### config.mk
export PLATFORM = sky130hd
export DESIGN_NAME = program_sequencer
export DESIGN_NICKNAME = d
export VERILOG_FILES = /design/src/rtl/sequencer_pkg.sv /design/src/rtl/program_sequencer_instr_decoder.sv /design/src/rtl/program_sequencer.sv
export SDC_FILE = /design/constraint.sdc
export NUM_CORES = 1
export LEC_CHECK = 0
export CORE_MARGIN = 2
export CORE_UTILIZATION = 54
export DETAILED_ROUTE_END_ITERATION = 6
export PLACE_DENSITY = 0.87
export SKIP_LAST_GASP = 1
export SLEW_MARGIN = 20
export SYNTH_ARGS = -nofsm -noshare
export SYNTH_HDL_FRONTEND = slang
export SYNTH_HIERARCHICAL = 1
export SYNTH_SLANG_ARGS = --single-unit
### constraint.sdc
create_clock -name clock -period 4.3 [get_ports clock]
set_input_delay 0.645 -clock clock [delete_from_list [all_inputs] [get_ports clock]]
set_output_delay 0.645 -clock clock [all_outputs]
set_load 0.02 [all_outputs]
### src/rtl/sequencer_pkg.sv
// Shared constants for the program sequencer: opcodes, register transfer
// codes, ALU selects and the sequencer state encoding.
package sequencer_pkg;

    localparam logic [3:0] OP_NOP  = 4'h0;
    localparam logic [3:0] OP_LDX  = 4'h1;
    localparam logic [3:0] OP_ADD  = 4'h2;
    localparam logic [3:0] OP_SUB  = 4'h3;
    localparam logic [3:0] OP_MOVZ = 4'h4;
    localparam logic [3:0] OP_CLR  = 4'h5;
    localparam logic [3:0] OP_SHRY = 4'h6;
    localparam logic [3:0] OP_JMP  = 4'h7;
    localparam logic [3:0] OP_JZ   = 4'h8;
    localparam logic [3:0] OP_REP  = 4'h9;
    localparam logic [3:0] OP_HALT = 4'hF;

    localparam logic [1:0] T_HOLD  = 2'b00;
    localparam logic [1:0] T_LOAD  = 2'b01;
    localparam logic [1:0] T_CLEAR = 2'b10;
    localparam logic [1:0] T_SHR   = 2'b11;

    localparam logic ALU_ADD = 1'b0;
    localparam logic ALU_SUB = 1'b1;

    typedef enum logic [1:0] {
        ST_IDLE  = 2'd0,
        ST_FETCH = 2'd1,
        ST_LATCH = 2'd2,
        ST_EXEC  = 2'd3
    } seq_state_e;

endpackage

### src/rtl/program_sequencer_instr_decoder.sv
// Combinational opcode decoder: register/ALU controls plus control-flow
// classification. Opcodes A..E are undefined and decode as NOP + illegal.
module instr_decoder
    import sequencer_pkg::*;
(
    input  logic [3:0] opcode,
    output logic [1:0] tx,
    output logic [1:0] ty,
    output logic [1:0] tz,
    output logic       talu,
    output logic       is_jmp,
    output logic       is_jz,
    output logic       is_rep,
    output logic       is_halt,
    output logic       is_illegal
);

    // Map the opcode onto control codes; everything defaults to HOLD / no action
    always_comb begin
        tx         = T_HOLD;
        ty         = T_HOLD;
        tz         = T_HOLD;
        talu       = ALU_ADD;
        is_jmp     = 1'b0;
        is_jz      = 1'b0;
        is_rep     = 1'b0;
        is_halt    = 1'b0;
        is_illegal = 1'b0;
        case (opcode)
            OP_NOP:  tx = T_HOLD;
            OP_LDX:  tx = T_LOAD;
            OP_ADD:  begin
                talu = ALU_ADD;
                ty   = T_LOAD;
            end
            OP_SUB:  begin
                talu = ALU_SUB;
                ty   = T_LOAD;
            end
            OP_MOVZ: tz = T_LOAD;
            OP_CLR:  begin
                tx = T_CLEAR;
                ty = T_CLEAR;
                tz = T_CLEAR;
            end
            OP_SHRY: ty = T_SHR;
            OP_JMP:  is_jmp = 1'b1;
            OP_JZ:   is_jz = 1'b1;
            OP_REP:  is_rep = 1'b1;
            OP_HALT: is_halt = 1'b1;
            default: is_illegal = 1'b1;
        endcase
    end

endmodule

### src/rtl/program_sequencer.sv
// Instruction sequencer: fetch / latch / execute loop over a synchronous
// program ROM, with jumps, zero branch, hardware repeat and halt.
module program_sequencer
    import sequencer_pkg::*;
#(
    parameter int ADDR_W  = 4,
    parameter int INSTR_W = 8
) (
    input  logic               clock,
    input  logic               reset,
    input  logic               start,
    input  logic [INSTR_W-1:0] instr,
    input  logic               y_zero,
    output logic [ADDR_W-1:0]  pc,
    output logic [1:0]         Tx,
    output logic [1:0]         Ty,
    output logic [1:0]         Tz,
    output logic               Talu,
    output logic               busy,
    output logic               done,
    output logic               illegal
);

    localparam logic [ADDR_W-1:0] PC_STEP = {{(ADDR_W-1){1'b0}}, 1'b1};
    localparam logic [ADDR_W-1:0] ZERO_A  = {ADDR_W{1'b0}};

    seq_state_e         state_r, state_s;
    logic [ADDR_W-1:0]  pc_r, pc_s;
    logic [INSTR_W-1:0] ir_r, ir_s;
    logic [ADDR_W-1:0]  rep_cnt_r, rep_cnt_s;
    logic               done_r, done_s;
    logic               illegal_r, illegal_s;

    logic [3:0]         opcode_s;
    logic [ADDR_W-1:0]  operand_s;
    logic [1:0]         dec_tx_s, dec_ty_s, dec_tz_s;
    logic               dec_talu_s;
    logic               dec_jmp_s, dec_jz_s, dec_rep_s, dec_halt_s, dec_illegal_s;

    assign opcode_s  = ir_r[INSTR_W-1:INSTR_W-4];
    assign operand_s = ir_r[ADDR_W-1:0];

    instr_decoder u_decoder (
        .opcode     (opcode_s),
        .tx         (dec_tx_s),
        .ty         (dec_ty_s),
        .tz         (dec_tz_s),
        .talu       (dec_talu_s),
        .is_jmp     (dec_jmp_s),
        .is_jz      (dec_jz_s),
        .is_rep     (dec_rep_s),
        .is_halt    (dec_halt_s),
        .is_illegal (dec_illegal_s)
    );

    // Next-state logic for the FSM, pc, ir, repeat counter and flags
    always_comb begin
        state_s   = state_r;
        pc_s      = pc_r;
        ir_s      = ir_r;
        rep_cnt_s = rep_cnt_r;
        done_s    = 1'b0;
        illegal_s = illegal_r;
        case (state_r)
            ST_IDLE: begin
                if (start) begin
                    pc_s      = ZERO_A;
                    rep_cnt_s = ZERO_A;
                    illegal_s = 1'b0;
                    state_s   = ST_FETCH;
                end else begin
                    state_s   = ST_IDLE;
                end
            end
            ST_FETCH: state_s = ST_LATCH;
            ST_LATCH: begin
                ir_s    = instr;
                state_s = ST_EXEC;
            end
            ST_EXEC: begin
                if (dec_illegal_s) begin
                    illegal_s = 1'b1;
                end else begin
                    illegal_s = illegal_r;
                end
                // Control-flow and illegal ops always run once and drop any
                // pending repeat; only REP itself reloads the counter.
                if (dec_halt_s) begin
                    rep_cnt_s = ZERO_A;
                    done_s    = 1'b1;
                    state_s   = ST_IDLE;
                end else if (dec_jmp_s) begin
                    rep_cnt_s = ZERO_A;
                    pc_s      = operand_s;
                    state_s   = ST_FETCH;
                end else if (dec_jz_s) begin
                    rep_cnt_s = ZERO_A;
                    pc_s      = y_zero ? operand_s : (pc_r + PC_STEP);
                    state_s   = ST_FETCH;
                end else if (dec_rep_s) begin
                    rep_cnt_s = operand_s;
                    pc_s      = pc_r + PC_STEP;
                    state_s   = ST_FETCH;
                end else if (dec_illegal_s) begin
                    rep_cnt_s = ZERO_A;
                    pc_s      = pc_r + PC_STEP;
                    state_s   = ST_FETCH;
                end else if (rep_cnt_r != ZERO_A) begin
                    // Data op under repeat: reissue without refetching
                    rep_cnt_s = rep_cnt_r - PC_STEP;
                    state_s   = ST_EXEC;
                end else begin
                    pc_s      = pc_r + PC_STEP;
                    state_s   = ST_FETCH;
                end
            end
            default: state_s = ST_IDLE;
        endcase
    end

    // State and datapath registers with synchronous reset
    always_ff @(posedge clock) begin
        if (reset) begin
            state_r   <= ST_IDLE;
            pc_r      <= ZERO_A;
            ir_r      <= {INSTR_W{1'b0}};
            rep_cnt_r <= ZERO_A;
            done_r    <= 1'b0;
            illegal_r <= 1'b0;
        end else begin
            state_r   <= state_s;
            pc_r      <= pc_s;
            ir_r      <= ir_s;
            rep_cnt_r <= rep_cnt_s;
            done_r    <= done_s;
            illegal_r <= illegal_s;
        end
    end

    // Control outputs are the decode of ir, active only while executing
    always_comb begin
        if (state_r == ST_EXEC) begin
            Tx   = dec_tx_s;
            Ty   = dec_ty_s;
            Tz   = dec_tz_s;
            Talu = dec_talu_s;
        end else begin
            Tx   = T_HOLD;
            Ty   = T_HOLD;
            Tz   = T_HOLD;
            Talu = ALU_ADD;
        end
    end

    assign pc      = pc_r;
    assign busy    = (state_r != ST_IDLE);
    assign done    = done_r;
    assign illegal = illegal_r;

endmodule

==> Word-level counts from Yosys, hierarchy flattened <==
Index checks and enable logic that the tools add are counted.
{ "word_totals": {"reg_bits": 20, "input_bits": 12, "out_inout_bits": 14, "elab_cells": 78} }
{ "op_classes": {"add_sub_neg": 2, "eq_ne": 18, "n_mux": 40, "n_bitwise": 1, "reduce_logical": 11} }
{ "ops": {"columns": ["cell", "n"], "rows": [
  ["two-way mux 4 bit", 14],
  ["two-way mux 2 bit", 9],
  ["== test 4 x 3 -> 1 bit, second input constant", 4],
  ["one-hot mux 4 bit (2 select lines)", 2],
  ["== test 4 bit, second input constant", 3],
  ["OR reduction 11 bit", 1],
  ["two-way mux 1 bit", 10],
  ["== test 4 x 2 -> 1 bit, second input constant", 2],
  ["one-hot mux 2 bit (2 select lines)", 2],
  ["one-hot mux 2 bit (4 select lines)", 1],
  ["!= test 7 bit, second input constant", 1],
  ["!= test 2 bit, second input constant", 3],
  ["!= test 6 bit, second input constant", 1],
  ["one-hot mux 2 bit (3 select lines)", 1],
  ["AND reduction 3 bit", 2],
  ["adder 4 x 1 -> 4 bit, second input constant", 1],
  ["== test 2 bit, second input constant", 2],
  ["== test 4 x 1 -> 1 bit, second input constant", 1],
  ["zero test 4 bit", 1],
  ["AND reduction 4 bit", 1],
  ["nonzero test 2 bit", 2],
  ["nonzero test 4 bit", 1],
  ["OR reduction 2 bit", 2],
  ["subtractor 4 x 1 -> 4 bit, second input constant", 1],
  ["other kinds (4)", 4]
]} }

==> Logic depth before layout (Yosys ltp) <==
Gate-level depths: netlist of the first run.
{ "depth": {"ltp_word": 8, "depth_mapped": 6, "ltp_nobuf": 6} }

==> By module <==
The synthesis of the first run kept the hierarchy.
{ "modules_own_cells": {"columns": ["module", "instances", "cells_per_inst", "area_per_inst_um2", "seq_area_each_um2"], "rows": [
  ["program_sequencer", 1, 127, 1134.8, 400.4],
  ["instr_decoder", 1, 20, 130.1, 0.0]
]} }

==> Worst setup path before layout of the first run <==
OpenSTA, ideal clock, no wires.
{ "synth_timing": {"path_kind": "register to output", "start": "register state_r[1]", "end": "output Talu", "arrival_ns": 1.201, "path_slack_ns": 2.454, "path_stages_with_launch": 5, "cell_sequence": "dfxtp_1 ha_1 buf_2 clkbuf_1 and2_1"} }
{ "synth_between": {"elab_chain_cells": 2} }
{ "synth_lines": {"columns": ["element", "line_no", "rtl"], "rows": [
  ["start: declaration", "program_sequencer.sv:27", "seq_state_e state_r, state_s;"],
  ["start signal: assignment", "program_sequencer.sv:131", "state_r <= state_s;"],
  ["== test 2 bit", "program_sequencer.sv:142", "if (state_r == ST_EXEC) begin"],
  ["two-way mux 1 bit", "program_sequencer.sv:142", null],
  ["end: declaration", "program_sequencer.sv:18", "output logic Talu,"]
]} }
Every way passes these cells.

==> Worst setup path after layout of the first run <==
{ "layout_timing": {"start": "register state_r[1]", "end": "output Tx[0]"} }
{ "layout_between": {"elab_chain_cells": 2} }
{ "layout_lines": {"columns": ["element", "line_no", "rtl"], "rows": [
  ["== test 2 bit", "program_sequencer.sv:142", null],
  ["two-way mux 2 bit", "program_sequencer.sv:142", null],
  ["end: declaration", "program_sequencer.sv:15", "output logic [1:0] Tx,"]
]} }
Every way passes these cells.

==> flow_summary_export.csv, run 1 <==
group,metric,value,unit
floorplanning,die_h,52.40,um
timing,slew_violations,0,
timing,setup_violations,0,
route,first_pass_iters,4,
finish,area_growth,25.03,%
clock_tree,cts_root_buffer,"clkbuf_4",
logic_synthesis,synth-seq-area-share,31.65,%
logic_synthesis,syn_area_per_cell,8.605,um^2
floorplanning,start_util,57.18,%
finish,nFillCells,175,
logic_synthesis,yosys.area.top_type_share,31.65,%
global_route,grt_pass1_vias,1104,
timing,hold_violations,0,
worst_setup_path,critPathBufInv,1,
timing,max_freq,355.4,MHz
power_and_ir_drop,p_per_area,326.3,nW/um^2
route,vias_per_cell,5.849,
clock_tree,htreeDepth,1,
timing,post-route-period-util,65.44,%
clock_tree,cts_hold_buffers,0,
power_and_ir_drop,p_leak,0.5771,nW
floorplanning,core_area,2212,um^2
timing,fin_tns_setup,0,ns
run_status,status,"completed",
logic_synthesis,synth_cells,147,
finish,multi_input_area,813.3,um^2
logic_synthesis,synthFlopType,"dfxtp_1",
worst_setup_path,critPathMaxFanout,21,
floorplanning,dieArea,2746,um^2
logic_synthesis,synth_commonest_cells,"20 x dfxtp_1, 19 x nor2_1, 8 x a21oi_1, 8 x inv_1, 8 x mux2i_1",
worst_setup_path,cpLargestDelayFamily,"buffers and inverters",
clock_tree,clk_latency,0.31,ns
worst_setup_path,crit_path_end_kind,"output port",
floorplanning,fp.dieW,52.40,um
floorplanning,rows,17,
finish,finish.utilization,71.49,%
placement,portBuffers,25,
worst_setup_path,critPathMaxStageDelay,0.62,ns
route,post_drt_wl_per_cell,14.45,um
clock_tree,cts.clk_slew.worst_paths,0.12,ns
logic_synthesis,async_reset_ff_share,0,%
timing,period_minus_slack,2.814,ns
logic_synthesis,synth-edff-count,0,
timing,tightest_slew,0.7404,ns
global_route,grt_use_total,22.68,%
logic_synthesis,ys_types,43,
route,post-route-drc-count,0,
placement,gp_congestion,0.8219,
power_and_ir_drop,finalPower,0.5160,mW
worst_setup_path,cpMaxStageDelayCell,"clkdlybuf4s50_1",
logic_synthesis,synth_area,1265,um^2
route,wl,2.876,mm
logic_synthesis,synth.most_common_cell,"dfxtp_1",
timing,whs,0.5269,ns
clock_tree,cts-buffers-inserted,3,
finish,final_nets,190,
timing,layout_setup_ws,1.486,ns
global_route,grt_max_degree,22,
timing,timing.slew.headroom,50.49,%
floorplanning,num_io_pins,26,
timing,skew,0.002335,ns
logic_synthesis,ys_seq_elements,20,
logic_synthesis,synth.largest_area_cell,"dfxtp_1",
route,drt_iter0_drc,24,
worst_setup_path,crit_type,"flop to output port",
logic_synthesis,yosys-top-cells-area,"dfxtp_1 32%, mux2i_1 6.3%, ha_1 5.9%",
worst_setup_path,crit_chain,"ha_1 > and2_1 > clkdlybuf4s50_1",
clock_tree,cts_buffer_depth,2,
timing,rsz0062_at_grt,"false",
clock_tree,cts_tree,"built",
global_route,antenna_found_initial,0,
global_route,grt.overflow.total,0,
worst_setup_path,cp.required,3.65,ns
worst_setup_path,cp-start-kind,"flop",
clock_tree,clock-sinks,20,
finish,drive_gt1_share,10.53,%
clock_tree,cts_resized,0,
finish,seqCellArea,400.4,um^2
clock_tree,cts_setup_buffers,0,
min_path,hp-class,"flop to flop",
finish,diodes,0,
placement,pre_cts_ws,1.847,ns
logic_synthesis,synth_nets,165,
route,ant_nets,0,
placement,hpwl,2.150,mm
route,num_vias,1164,
logic_synthesis,synth_warnings,6,
worst_setup_path,cp.arrival,2.17,ns
power_and_ir_drop,irDropWorstVdd,191.7,uV
run,max_cap_viol_count,0,
global_route,grt_pass1_wl,4.650,mm
==> state kept, by name, summed over array words and instances (netlist names) <==
signal,cells
ir_r,8
pc,4
rep_cnt_r,4
state_r,2
done,1
illegal,1
==> report_power, final <==
group          total (mW)  leakage (nW)  switching, mW  internal [mW]
registers           0.217         0.162         0.0188          0.198
logic               0.142         0.387         0.0768         0.0654
clock network       0.157        0.0279         0.0629         0.0942
total               0.516         0.577          0.159          0.358
==> cells in the final DEF, fill, tap and decap left out, drive strengths merged, types with 7 or more instances in the layout <==
cell type,n
nand2,7
and2,7
clkdlybuf4s50,25
nand2b,8
a21oi,10
nor3,7
dfxtp,20
nor2,20
mux2i,8
inv,8
==> final timing paths <==
| path | startpoint | endpoint | slack, ns | cells past startpoint |
|---|---|---|---|---|
| max | state_r[1] | Tx[0] | 1.49 | 3 |
| min reg2reg | rep_cnt_r[1] | rep_cnt_r[1] | 0.53 | 2 |
| max reg2reg | state_r[1] | rep_cnt_r[2] | 2.22 | 5 |
| min | rep_cnt_r[1] | rep_cnt_r[1] | 0.53 | 2 |
==> final cells by class <==
type                            count  area share [%]
Multi-Input combinational cell    114           51.42
Sequential cell                    20           25.32
Timing Repair Buffer               25           15.82
Tap cell                           28           2.215
Clock inverter                      1           1.899
Inverter                            8           1.899
Clock buffer                        3           1.424
==> logic make-up (layout without fill, tap and decap cells) <==
kind of cell             after synthesis  after routing  share of synthesized area [%]
AND/OR/NAND/NOR                       64             64                          30.47
AO/OA/AOI/OAI                         30             30                          16.81
flip-flops                            20             20                          31.65
buffers and inverters                 13             37                          4.055
multiplexers                          11             11                          9.001
adder cells (fa/ha/maj)                6              6                          5.935
XOR/XNOR                               3              3                          2.078
==> tightest hold or removal path: stages (launching register included) <==
cell and delay [ns]:
dfxtp_1 0.35, nand2b_1 0.08, a21oi_1 0.06
==> metal layers <==
layer | wire length [um] | vias up | part of all wire [%] | global-route usage (%)
met3 | 107 | 5 | 3.7 | 4.000
met1 | 1317 | 555 | 46 | 26.19
met2 | 1416 | 29 | 49 | 40.83
met5 | 0 | - | 0 | 0
li1 | - | 575 | - | -
met4 | 34 | 0 | 1.2 | 8.974
==> through the flow <==
step / area (um^2) / cells
floorplan: 1265 / 147
global placement: 1529 / 195
detailed placement: 1529 / 195
CTS: 1582 / 199
global route: 1582 / 199
finish: 1582 / 199
Power figures use the tool's default switching activity.
==> inputs of run 2 (changes only) <==
Settings changed: CORE_UTILIZATION 54 to 50, PLACE_DENSITY 0.87 to 0.81.
Clock period 4.3 ns to 2.9 ns, I/O delays scaled along.
==> run 2 against run 1 <==
Net effect:
- sequential share of layout area down 0.28 points
- critical path type unchanged
- clock-buffer cell count unchanged
- critical path depth up 1
- worst hold slack worse by 0.016 ns
- utilization down 5.8 points
- clock skew up 0.0040 ns
==> flow_summary_export.csv, run 2 (synthesis gave the netlist of run 1 again) <==
group,metric,value,unit
worst_setup_path,cp.required,2.47,ns
floorplanning,num_io_pins,26,
route,first_pass_iters,4,
global_route,grt_pass1_wl,4.678,mm
finish,largest_register_ffs,8,
worst_setup_path,critPathMaxStageDelay,0.62,ns
clock_tree,clk_latency,0.31,ns
worst_setup_path,crit_type,"flop to output port",
finish,mostFrequentLayoutCell,"clkdlybuf4s50_1",
timing,setup_violations,0,
power_and_ir_drop,irDropWorstVdd,328.8,uV
floorplanning,rows,18,
clock_tree,cts_buffer_depth,2,
worst_setup_path,cpLargestDelayFamily,"buffers and inverters",
timing,post-route-period-util,80.35,%
min_path,hp-class,"flop to flop",
timing,fin_tns_setup,0,ns
finish,final_nets,192,
clock_tree,htreeDepth,1,
floorplanning,start_util,52.01,%
global_route,grt_max_degree,22,
timing,max_freq,429.1,MHz
route,post-route-drc-count,0,
clock_tree,clock-sinks,20,
floorplanning,fp.dieW,54.30,um
worst_setup_path,cp.arrival,1.90,ns
global_route,grt_pass1_vias,1045,
worst_setup_path,cp-start-kind,"flop",
route,vias_per_cell,5.685,
finish,layout_common_cells,"25 x clkdlybuf4s50_1, 20 x dfxtp_1, 19 x nor2_1",
route,wl,2.852,mm
timing,slew_violations,0,
clock_tree,cts_tree,"built",
global_route,grt_use_total,22.26,%
placement,portBuffers,25,
clock_tree,cts_root_buffer,"clkbuf_4",
route,post_drt_wl_per_cell,14.05,um
worst_setup_path,crit_chain,"ha_1 > buf_4 > and2_1 > clkdlybuf4s50_1",
timing,hold_violations,0,
global_route,grt.overflow.total,0,
power_and_ir_drop,finalPower,0.7624,mW
run_status,status,"completed",
finish,fin_cells,203,
timing,rsz0062_at_grt,"false",
worst_setup_path,crit_path_end_kind,"output port",
placement,place.detailed.instances,199,
worst_setup_path,critPathMaxFanout,21,
finish,diodes,0,
clock_tree,cts.clk_slew.worst_paths,0.12,ns
power_and_ir_drop,p_leak,0.5873,nW
worst_setup_path,critPathBufInv,2,
clock_tree,cts_hold_buffers,0,
timing,timing.slew.headroom,59.27,%
timing,period_minus_slack,2.330,ns
floorplanning,core_area,2432,um^2
route,num_vias,1154,
placement,gp_congestion,0.8593,
floorplanning,dieArea,2948,um^2
timing,skew,0.006349,ns
finish,area_growth,26.41,%
clock_tree,cts_setup_buffers,0,
clock_tree,cts-buffers-inserted,3,
global_route,antenna_found_initial,0,
run,max_cap_viol_count,0,
worst_setup_path,cpMaxStageDelayCell,"clkdlybuf4s50_1",
placement,hpwl,2.211,mm
clock_tree,cts_resized,0,
finish,drive_gt1_share,11.56,%
timing,tightest_slew,0.6082,ns
power_and_ir_drop,p_per_area,476.8,nW/um^2
route,ant_nets,0,
finish,top_register,"ir_r",
floorplanning,die_h,54.30,um
route,drt_iter0_drc,20,
-- run 2: path summary, 6_finish.rpt --
check	to	start	slack, ns	depth (start not counted)
max	Tx[0]	state_r[1]	0.57	4
min	rep_cnt_r[1]	rep_cnt_r[1]	0.51	2
max reg2reg	rep_cnt_r[1]	ir_r[5]	0.91	6
min reg2reg	rep_cnt_r[1]	rep_cnt_r[1]	0.51	2
-- run 2: layer usage --
metal | up-vias | global-route usage, % | wire length, um
met3 | 7 | 4.918 | 119
met5 | - | 0 | 0
li1 | 580 | - | -
met2 | 29 | 39.96 | 1424
met4 | 0 | 6.250 | 47
met1 | 538 | 26.33 | 1261
-- run 2: layout make-up --
| cell class | count | area [um^2] |
|---|---|---|
| clock buffers | 3 | 22.52 |
| clock inverters | 1 | 30.03 |
| fillers | 215 | 833.3 |
| inverters | 8 | 30.03 |
| multi-input cells | 114 | 813.3 |
| flip-flops and latches | 20 | 400.4 |
| well taps | 30 | 37.54 |
| repair buffers | 27 | 265.3 |
-- run 2: worst min-delay path, stage by stage, from the launching register on --
cell      delay [ns]
dfxtp_1         0.34
nand2b_1        0.07
a21oi_1         0.06
-- run 2: where the power goes --
part	internal (mW)	switching (mW)
registers	0.293	0.0282
logic	0.0980	0.112
clock network	0.140	0.0914
total	0.531	0.231
-- run 2: metrics by stage --
step | worst slack (ns) | utilization, % | hold WS [ns] | area (um^2)
after floorplan | 1.217 | - | 0.4641 | 1265
after global placement | 0.9922 | 63.58 | 0.4800 | 1546
after detailed placement | 0.9292 | 63.58 | 0.4932 | 1546
after CTS | 0.5602 | 65.74 | 0.5126 | 1599
after global routing | 0.4614 | 65.74 | 0.5455 | 1599
final | 0.5697 | 65.74 | 0.5111 | 1599
==> inputs of run 3 (changes only) <==
Settings changed: CORE_UTILIZATION 50 to 45, PLACE_DENSITY 0.81 to 0.77.
Clock period 2.9 ns to 1.9 ns, I/O delays scaled along.
==> run 3 against run 2 <==
Net effect:
- clock power grew 9%
- register-to-register slack lost 0.81 ns
- worst setup slack got worse by 0.49 ns
- largest power group unchanged
==> flow_summary_export.csv, run 3 (synthesis gave the netlist of run 1 again) <==
group,metric,value,unit
finish,finish.utilization,59.74,%
global_route,busiest_layer,"met2",
finish,mostFrequentLayoutCell,"nor2_1",
route,post_drt_wl_per_cell,13.63,um
global_route,grt_use_total,17.80,%
timing,post-route-period-util,95.56,%
finish,diodes,0,
timing,period_minus_slack,1.816,ns
clock_tree,htreeDepth,1,
placement,hpwl,2.275,mm
timing,timing.slew.headroom,63.66,%
global_route,grt_max_degree,14,
placement,gp_congestion,0.8259,
floorplanning,core_area,2710,um^2
clock_tree,cts_buffer_depth,2,
global_route,use_met2,30.05,%
route,first_pass_iters,4,
floorplanning,fp.dieW,57.02,um
worst_setup_path,crit_chain,"nand2b_2 > nor2_1 > and2_1 > dlygate4sd2_1",
finish,nFillCells,253,
global_route,grt_pass1_wl,4.664,mm
route,wl,2.849,mm
timing,setup_violations,0,
route,vias_per_cell,5.675,
finish,top_register,"ir_r",
power_and_ir_drop,p_per_area,661.0,nW/um^2
route,post-route-drc-count,0,
clock_tree,cts_tree,"built",
floorplanning,die_h,57.02,um
run,max_cap_viol_count,0,
timing,max_freq,550.8,MHz
worst_setup_path,crit_path_end_kind,"output port",
route,ant_nets,0,
placement,portBuffers,25,
power_and_ir_drop,p_leak,0.6430,nW
route,drt_iter0_drc,32,
floorplanning,start_util,46.68,%
power_and_ir_drop,irDropWorstVdd,465.1,uV
finish,largest_register_ffs,8,
timing,skew,0.0008427,ns
floorplanning,rows,19,
finish,drive_gt1_share,17.42,%
worst_setup_path,critPathBufInv,1,
clock_tree,cts.clk_slew.worst_paths,0.11,ns
worst_setup_path,critPathMaxFanout,8,
clock_tree,cts_root_buffer,"clkbuf_4",
timing,tightest_slew,0.5451,ns
timing,slew_violations,0,
clock_tree,cts_setup_buffers,0,
worst_setup_path,cp.arrival,1.53,ns
floorplanning,dieArea,3251,um^2
clock_tree,clock-sinks,20,
worst_setup_path,critPathMaxStageDelay,0.48,ns
floorplanning,num_io_pins,26,
worst_setup_path,cp-start-kind,"flop",
worst_setup_path,crit_type,"flop to output port",
power_and_ir_drop,finalPower,1.070,mW
run_status,status,"completed",
worst_setup_path,cpMaxStageDelayCell,"dfxtp_1",
worst_setup_path,cpLargestDelayFamily,"flip-flops",
timing,hold_violations,0,
finish,final_nets,197,
global_route,met3_usage,2.268,%
finish,area_growth,27.99,%
global_route,met1_usage,23.38,%
min_path,hp-class,"flop to flop",
global_route,grt_pass1_vias,1074,
timing,rsz0062_at_grt,"true",
global_route,antenna_found_initial,0,
timing,whs,0.5125,ns
worst_setup_path,cp.required,1.62,ns
route,num_vias,1186,
global_route,grt.overflow.total,0,
clock_tree,clk_latency,0.30,ns
finish,layout_common_cells,"19 x nor2_1, 17 x dfxtp_1, 17 x clkdlybuf4s50_1",
clock_tree,cts-buffers-inserted,3,
==> run 3: cell types whose count changed in the layout (fill, tap and decap cells not counted), sizes merged <==
cell,previous run,this run
buf,2,7
bufinv,1,0
clkbuf,3,5
clkdlybuf4s50,25,17
dlygate4sd2,0,7
==> run 3: final cells by class <==
class | count | area (um^2) | share of cell area [%]
flip-flops and latches | 20 | 404.1 | 24.96
inverters | 8 | 30.03 | 1.855
well taps | 31 | 38.79 | 2.396
clock buffers | 4 | 36.28 | 2.241
multi-input cells | 114 | 820.8 | 50.70
repair buffers | 32 | 289.0 | 17.85
==> run 3: worst register-to-register path: stages (launching register included) <==
cell and delay [ns]:
dfxtp_1 0.48, nand2b_2 0.24, nor2_1 0.12, nor2_1 0.16, nand4b_1 0.23, and4_1 0.26
a32o_1 0.20
==> run 3: metal layers <==
metal,routed length [um],part of all wire [%],vias to the layer above
li1,-,-,587
met2,1358,48,32
met4,38,1.3,0
met3,96,3.4,6
met1,1355,48,561
met5,0,0,-
==> run 3: final timing paths <==
check	start	end	slack, ns	cells past startpoint
min	rep_cnt_r[1]	rep_cnt_r[1]	0.51	2
max	ir_r[7]	Tx[1]	0.08	4
max reg2reg	ir_r[7]	pc[3]	0.10	6
min reg2reg	rep_cnt_r[1]	rep_cnt_r[1]	0.51	2
==> run 3: stage by stage <==
stage | setup TNS (ns) | instance area [um^2] | setup slack, ns | cells
6_report | 0 | 1619 | 0.08435 | 209
5_1_grt | -0.02066 | 1619 | -0.01957 | 209
4_1_cts | 0 | 1618 | 0.002859 | 209
3_5_place_dp | 0 | 1585 | 0.01257 | 205
3_3_place_gp | 0 | 1585 | 0.1148 | 205
2_1_floorplan | 0 | 1265 | 0.2171 | 147
==> run 3: what timing repair did <==
item                       CTS  global route
gates resized for setup     12             3
hold buffers                 0             0
setup endpoints to repair   11             9
==> run 3: power by group <==
part           switching (mW)  total [mW]  internal [mW]  leakage (nW)
Sequential             0.0449       0.494          0.449         0.164
Clock                   0.134       0.251          0.117        0.0210
Combinational           0.173       0.325          0.153         0.458
